`src/rtl/sad_result_serializer.sv`:
```
// sad_result_serializer: buffers 92-bit signed SAD results in a small circular
// FIFO and streams each one out as six 16-bit beats (LSB beat first) over a
// valid/ready bus. The upstream core cannot be stalled, so a result that
// arrives with no free slot is dropped and latched into a sticky overflow flag.
module sad_result_serializer #(
  parameter int DEPTH = 4
) (
  input  logic                      clk,
  input  logic                      rst,
  input  logic                      in_valid,
  input  logic signed [91:0]        in_data,
  input  logic                      out_ready,
  output logic                      out_valid,
  output logic [15:0]               out_data,
  output logic                      out_last,
  output logic                      full,
  output logic                      overflow,
  output logic [$clog2(DEPTH):0]    count
);

  localparam int DATA_W    = 92;
  localparam int BEAT_W    = 16;
  localparam int AW        = $clog2(DEPTH);
  localparam int CW        = AW + 1;
  localparam logic [2:0] LAST_BEAT = 3'd5;
  localparam logic [CW-1:0] DEPTH_C = CW'(DEPTH);

  logic signed [DATA_W-1:0] mem [DEPTH];
  logic [AW-1:0]            wp;
  logic [AW-1:0]            rp;
  logic [2:0]               beat;
  logic                     hs;
  logic                     pop;
  logic                     wr;
  logic                     has_room;

  // Sign-extend the stored result to six full beats and pick beat b.
  function automatic logic [BEAT_W-1:0] beat_slice(
    input logic signed [DATA_W-1:0] w,
    input logic [2:0]               b
  );
    logic signed [95:0] ext;
    ext = {{4{w[DATA_W-1]}}, w};
    case (b)
      3'd0:    beat_slice = ext[15:0];
      3'd1:    beat_slice = ext[31:16];
      3'd2:    beat_slice = ext[47:32];
      3'd3:    beat_slice = ext[63:48];
      3'd4:    beat_slice = ext[79:64];
      3'd5:    beat_slice = ext[95:80];
      default: beat_slice = '0;
    endcase
  endfunction

  // Read-side outputs decode from registered state only; the bus is forced to
  // zero whenever nothing is presented.
  always_comb begin
    out_valid = (count != '0);
    out_last  = out_valid && (beat == LAST_BEAT);
    out_data  = out_valid ? beat_slice(mem[rp], beat) : '0;
    full      = (count == DEPTH_C);
  end

  // Handshake, pop and write-acceptance decisions for the coming edge. A pop
  // on the final beat frees a slot, so a full FIFO still accepts that cycle.
  always_comb begin
    hs       = out_valid && out_ready;
    pop      = hs && (beat == LAST_BEAT);
    has_room = (count < DEPTH_C);
    wr       = in_valid && (has_room || pop);
  end

  // Result storage; contents need no reset because count gates every read.
  always_ff @(posedge clk) begin
    if (wr) begin
      mem[wp] <= in_data;
    end
  end

  // Pointers and occupancy; pointers wrap naturally at DEPTH (power of two).
  always_ff @(posedge clk or posedge rst) begin
    if (rst) begin
      wp    <= '0;
      rp    <= '0;
      count <= '0;
    end else begin
      if (wr) begin
        wp <= wp + AW'(1);
      end
      if (pop) begin
        rp <= rp + AW'(1);
      end
      count <= count + CW'(wr) - CW'(pop);
    end
  end

  // Beat counter advances only on a handshake and wraps after the last beat,
  // so a stalled beat holds and results never interleave.
  always_ff @(posedge clk or posedge rst) begin
    if (rst) begin
      beat <= '0;
    end else if (hs) begin
      beat <= (beat == LAST_BEAT) ? 3'd0 : beat + 3'd1;
    end
  end

  // Sticky drop indicator, cleared only by reset.
  always_ff @(posedge clk or posedge rst) begin
    if (rst) begin
      overflow <= 1'b0;
    end else if (in_valid && !wr) begin
      overflow <= 1'b1;
    end
  end

endmodule

```
`config.mk`:
```
export PLATFORM = sky130hd
export DESIGN_NAME = sad_result_serializer
export DESIGN_NICKNAME = d
export VERILOG_FILES = /design/src/rtl/sad_result_serializer.sv
export SDC_FILE = /design/constraint.sdc
export NUM_CORES = 1
export LEC_CHECK = 0
export CAP_MARGIN = 20
export CORE_UTILIZATION = 54
export CTS_BUF_LIST = sky130_fd_sc_hd__clkbuf_4
export CTS_CLUSTER_DIAMETER = 120
export DETAILED_ROUTE_END_ITERATION = 8
export PLACE_DENSITY = 0.78
export SYNTH_ARGS = -nofsm -noshare
export SYNTH_HDL_FRONTEND = slang
export SYNTH_SLANG_ARGS = --single-unit
```
`constraint.sdc`:
```
create_clock -name clk -period 3.5 [get_ports clk]
set_input_delay 0.7 -clock clk [delete_from_list [all_inputs] [get_ports clk]]
set_output_delay 0.7 -clock clk [all_outputs]
set_load 0.02 [all_outputs]
```
## Yosys cells after proc, flatten, opt, wreduce, memory -nomap -nowiden

Memories as Yosys holds them, arrays and structs flattened.
Cells that the tools add are included.

| storage, ports and cells | value |
|---|---|
| bits in writable memories | 368 |
| bits in latches | 0 |
| memories | 1 |
| output and inout bits | 23 |
| input port bits | 96 |
| bits in registers | 11 |
| ROM bits | 0 |

Memories:

| memory | words | width | read ports | clocked after memory_dff | write ports | line | RTL |
|---|---|---|---|---|---|---|---|
| mem | 4 | 92 | 1 | 0 | 1 | 28 | `logic signed [DATA_W-1:0] mem [DEPTH];` |

| operators by class | value |
|---|---|
| shift operators | 0 |
| add/sub/neg operators | 5 |
| bitwise operators | 0 |
| multipliers | 0 |
| equal/unequal tests | 6 |
| multiplexer cells | 5 |
| divide/modulo/power cells | 0 |
| magnitude comparators | 1 |
| reductions and logical operators | 9 |

Operators by type and width:

| cell | number |
|---|---|
| $pmux W16 S6 | 1 |
| $mux W16 | 1 |
| $eq A3 B3 Y1 const B | 3 |
| $eq A3 B2 Y1 const B | 2 |
| $logic_and A1 B1 Y1 | 5 |
| $add A2 B1 Y2 const B | 2 |
| $add A3 B1 Y3 | 1 |
| $add A3 B1 Y3 const B | 1 |
| $eq A3 B1 Y1 const B | 1 |
| $logic_not A3 Y1 | 1 |
| $lt A3 B3 Y1 const B | 1 |
| $mux W3 | 1 |
| $reduce_bool A3 Y1 | 1 |
| $sub A3 B1 Y3 | 1 |
| $mux W1 | 2 |
| $logic_not A1 Y1 | 1 |
| $logic_or A1 B1 Y1 | 1 |

## Logic depth before layout (Yosys ltp)

| logic depth | value |
|---|---|
| depth in word-level cells | 7 |
| gate-level depth with buffers | 12 |

## Worst setup path before layout

No wires, ideal clock.

| timing path | value |
|---|---|
| kind | input to register |
| from | input port out_ready |
| to | memory mem[2][0] (enable) |
| stages | 4 |
| path slack | -0.432 ns |
| arrival time | 3.471 ns |
| library setup time | 0.461 ns |
| cell sequence | o31a_1 > nand2_1 > a21boi_2 > and2_1 |

| on the way | value |
|---|---|
| cells in the longest elaborated chain, start to end | 6 |

Ends and longest elaborated chain:

| what | line | RTL |
|---|---|---|
| from (decl) | 12 | `input logic out_ready,` |
| $logic_and A1 B1 Y1 | 67 | `hs = out_valid && out_ready;` |
| $logic_and A1 B1 Y1 | 68 | `pop = hs && (beat == LAST_BEAT);` |
| $logic_or A1 B1 Y1 | 70 | `wr = in_valid && (has_room \|\| pop);` |
| $logic_and A1 B1 Y1 | 70 |  |
| $mux W1 | 75 | `if (wr) begin` |
| $mux W1 (implied by the code) | 76 | `mem[wp] <= in_data;` |
| to (decl) | 28 |  |

No other way between the ends.

## Final worst setup path

| timing path | value |
|---|---|
| from | register rp[1] |
| to | output port out_data[2] |

| on the way | value |
|---|---|
| cells in the longest elaborated chain, start to end | 3 |

Ends and longest elaborated chain:

| what | line | RTL |
|---|---|---|
| from (decl) | 30 | `logic [AW-1:0] rp;` |
| from (signal assigned) | 91 | `rp <= rp + AW'(1);` |
| $mem_v2 Z4 W92 | n/a |  |
| $pmux W16 S6 | 44 | `case (b)` |
| $mux W16 | 60 | `out_data = out_valid ? beat_slice(mem[rp], beat) : '0;` |
| to (decl) | 14 | `output logic [15:0] out_data,` |

No other way between the ends.

==> run metrics <==
slew at the pin closest to its max-slew limit=between 0.5 and 0.6 ns; Core Util, Final=0.6874; pin count of the biggest net entering global routing=between 70 and 80; crit path max fanout=6; Rel. slew slack=0.6104; IR Drop Worst-Case VDD=slightly above 0.6 mV; WS Path Type=reg2out; Combinational Power Share=0.353; Final Slew Violations=0; initial core utilization=0.5562; Post-Synth XOR/XNOR Area=0.003585; Pwr Density=approximately 820 nW/um2; Netlist cell types=41; Clk network pwr share=0.243; hpwl dp=roughly 20000 um; die height=approximately 170 um; multiplexer share of the synthesized area=0.1340; number of flops mapped to enable cells by yosys=368; static leakage=6.236 nW; RSZ-0062 raised after global routing=yes; first-pass GRT wire length=slightly below 50000 um; final setup fails=0; CTS tree=yes; final non-filler cell total=between 1000 and 1500; ys async rst share=0.02902; share of power burned in registers=0.404; post-synthesis simple-gate area fraction=0.01904; Fillers=approximately 1600; placed cells=1200; Worst Skew=roughly 0.045 ns; Post-Synth Adder-Cell Area=0.007341; dominant cells by area after synthesis=edfxtp_1, mux2i_1, mux4_2; post-synthesis to final-layout area growth=23.59%; std cell rows=59; die area=between 20000 and 30000 um2; GRT Resource Usage Total=0.2359; total negative slack=0 ns; CP endpoint kind=primary output; vias in the first global route=between 8000 and 9000; # IOs=approximately 120; Detailed Routing Iterations Pass 1=5; max cap viols=0; Mapped Nets=845; clock insertion delay at the later pin of the skew report=around 0.7 ns; commonest non-fill, non-tap cell in the layout=edfxtp_1; Routed WL=between 30000 and 40000 um; Die W=roughly 170 um; Synth Area in Compound Gates=0.04499; wire length per cell=~23 um; post-synthesis cell count=~740; initial antenna violation count=3; mapped cell area=roughly 15000 um2; min cycle time layout=3.493 ns; sequential cell area fraction in the yosys report=0.7727; Yosys top cell area share=0.7539; DRC Markers=0; worst-case clock buffer depth=3; maximum clock frequency=roughly 290 MHz; layout cell share with drive strength beyond 1=0.3016; htree depth=3; status=finished, final reports clean; Syn Area/Cell=19.78 um2; Overflow after GRT=0; I/O Buffers=between 100 and 150; Synth Register Bits=about 380; Hold WC Path Type=in2async; clock slew at reported path FFs=around 0.07 ns; Sw Share=0.3253; Int Power=roughly 10 mW; clock sinks=379; TritonCTS Buffers=a little over 90; Yosys warning count=0; Final Hold Viols=0; Req. time, crit path=between 2 and 3 ns; via count=slightly above 8000; Main synth FF type=edfxtp_1; Psw=around 4.8 mW; DR iter-0 viols=~760; crit path DAT=approximately 2.8 ns; leading area contributor after synthesis=edfxtp_1; fin nets=1068; CP startpoint kind=flip-flop; Routability Congestion=~0.8; total power=approximately 15 mW; most frequent cells in the layout=edfxtp_1, clkbuf_4, mux2i_1, clkdlybuf4s50_1, o22ai_1; final worst path period share=0.9980; clk root buf=clkbuf_4; via/cell ratio=around 6; Core ar.=around 26000 um2; main combinational cell family by area after synthesis=multiplexers; Final ANT Viol Nets=0
==> final timing paths <==
| path | startpoint | end | slack, ns | depth (start not counted) |
|---|---|---|---|---|
| worst max-delay path | rp[1] | out_data[2] | 0.007 | 6 |
| min in group clk | overflow | overflow | 0.51 | 1 |
| worst min-delay path | rst | beat[2] | 0.34 | 2 |
| max in group asynchronous | rst | rp[1] | 2.79 | 2 |
| worst min register to register | overflow | overflow | 0.51 | 1 |
| worst max register to register | beat[1] | count[2] | 0.71 | 12 |
==> timing repair <==
action / 4_1_cts / 5_1_grt
hold buffers: 0 / 0
endpoints found under the setup margin: 16 / 14
pin swaps: 4 / 4
setup buffers: 4 / 0
gates resized for setup: 92 / 28
gates cloned: 1 / 0
==> power by group through the flow <==
stage / Sequential [mW] / Clock [mW] / Combinational (mW)
floorplan: 6.02 / 0 / 2.95
global placement: 6.06 / 0 / 4.89
detailed placement: 6.09 / 0 / 4.94
CTS: 5.98 / 3.66 / 5.13
global route: 6.04 / 3.92 / 5.51
finish: 5.99 / 3.61 / 5.23
==> stage by stage <==
| step | hold slack (ns) | area [um2] | setup WS (ns) |
|---|---|---|---|
| after detailed placement | 0.5008 | 16620 | 0.02470 |
| after global routing | 0.3533 | 18110 | -0.06808 |
| after floorplan | 0.5116 | 14660 | 0.5782 |
| final | 0.3368 | 18120 | 0.007163 |
| after global placement | 0.4557 | 16620 | -0.0009226 |
| after CTS | 0.3156 | 18010 | -0.06674 |
==> worst max-delay path: stages (launching register included) <==
cell             delay [ns]
dfrtp_4                0.54
buf_4                  0.19
mux2i_1                0.23
o22ai_2                0.16
nor4_2                 0.58
a21oi_2                0.13
clkdlybuf4s15_2        0.28
==> synthesized netlist by cell type, types with 4 or more instances <==
cell and n:
inv_1 9, edfxtp_1 368, nor2_1 7, a21oi_2 7
a31oi_1 4, o22ai_1 58, buf_2 26, mux2i_1 122
mux4_2 31, nor4_1 11, a22oi_1 11, clkbuf_1 7
a21oi_1 5, dfrtp_1 11, buf_6 5, and2_1 6
nand2_1 7, ha_1 7, xnor2_1 4
==> state kept, by name, summed over array words and instances, names as in the netlist <==
name / cells
mem: 368
beat: 3
count: 3
rp: 2
wp: 2
overflow: 1
==> metal layers <==
layer  routed length, um  global-route usage
met2               15500              0.3646
met5                   0                   0
met3                2762             0.06369
met4                 514             0.08816
met1               13240              0.3243
==> final cells by class <==
class	instances	area, um2	share of cell area
Sequential cell	379	11330	0.6255
Multi-Input combinational cell	312	3344	0.1846
Timing Repair Buffer	170	1785	0.09856
Clock buffer	139	1044	0.05760
Tap cell	335	419.2	0.02314
Clock inverter	22	150.1	0.008288
Inverter	9	33.78	0.001865
Antenna cell	3	7.507	0.0004144
==> cell families (layout without fill, tap and decap cells) <==
family,after synthesis,count (layout)
and+or+nand+nor,45,45
adders and majority gates,8,8
AOI/OAI and AO/OA,96,96
xor gates and xnor gates,6,6
muxes,157,157
buffers and inverters,50,340
other,0,3
DFF,379,379
No activity file was read; power rests on OpenSTA's default activity.
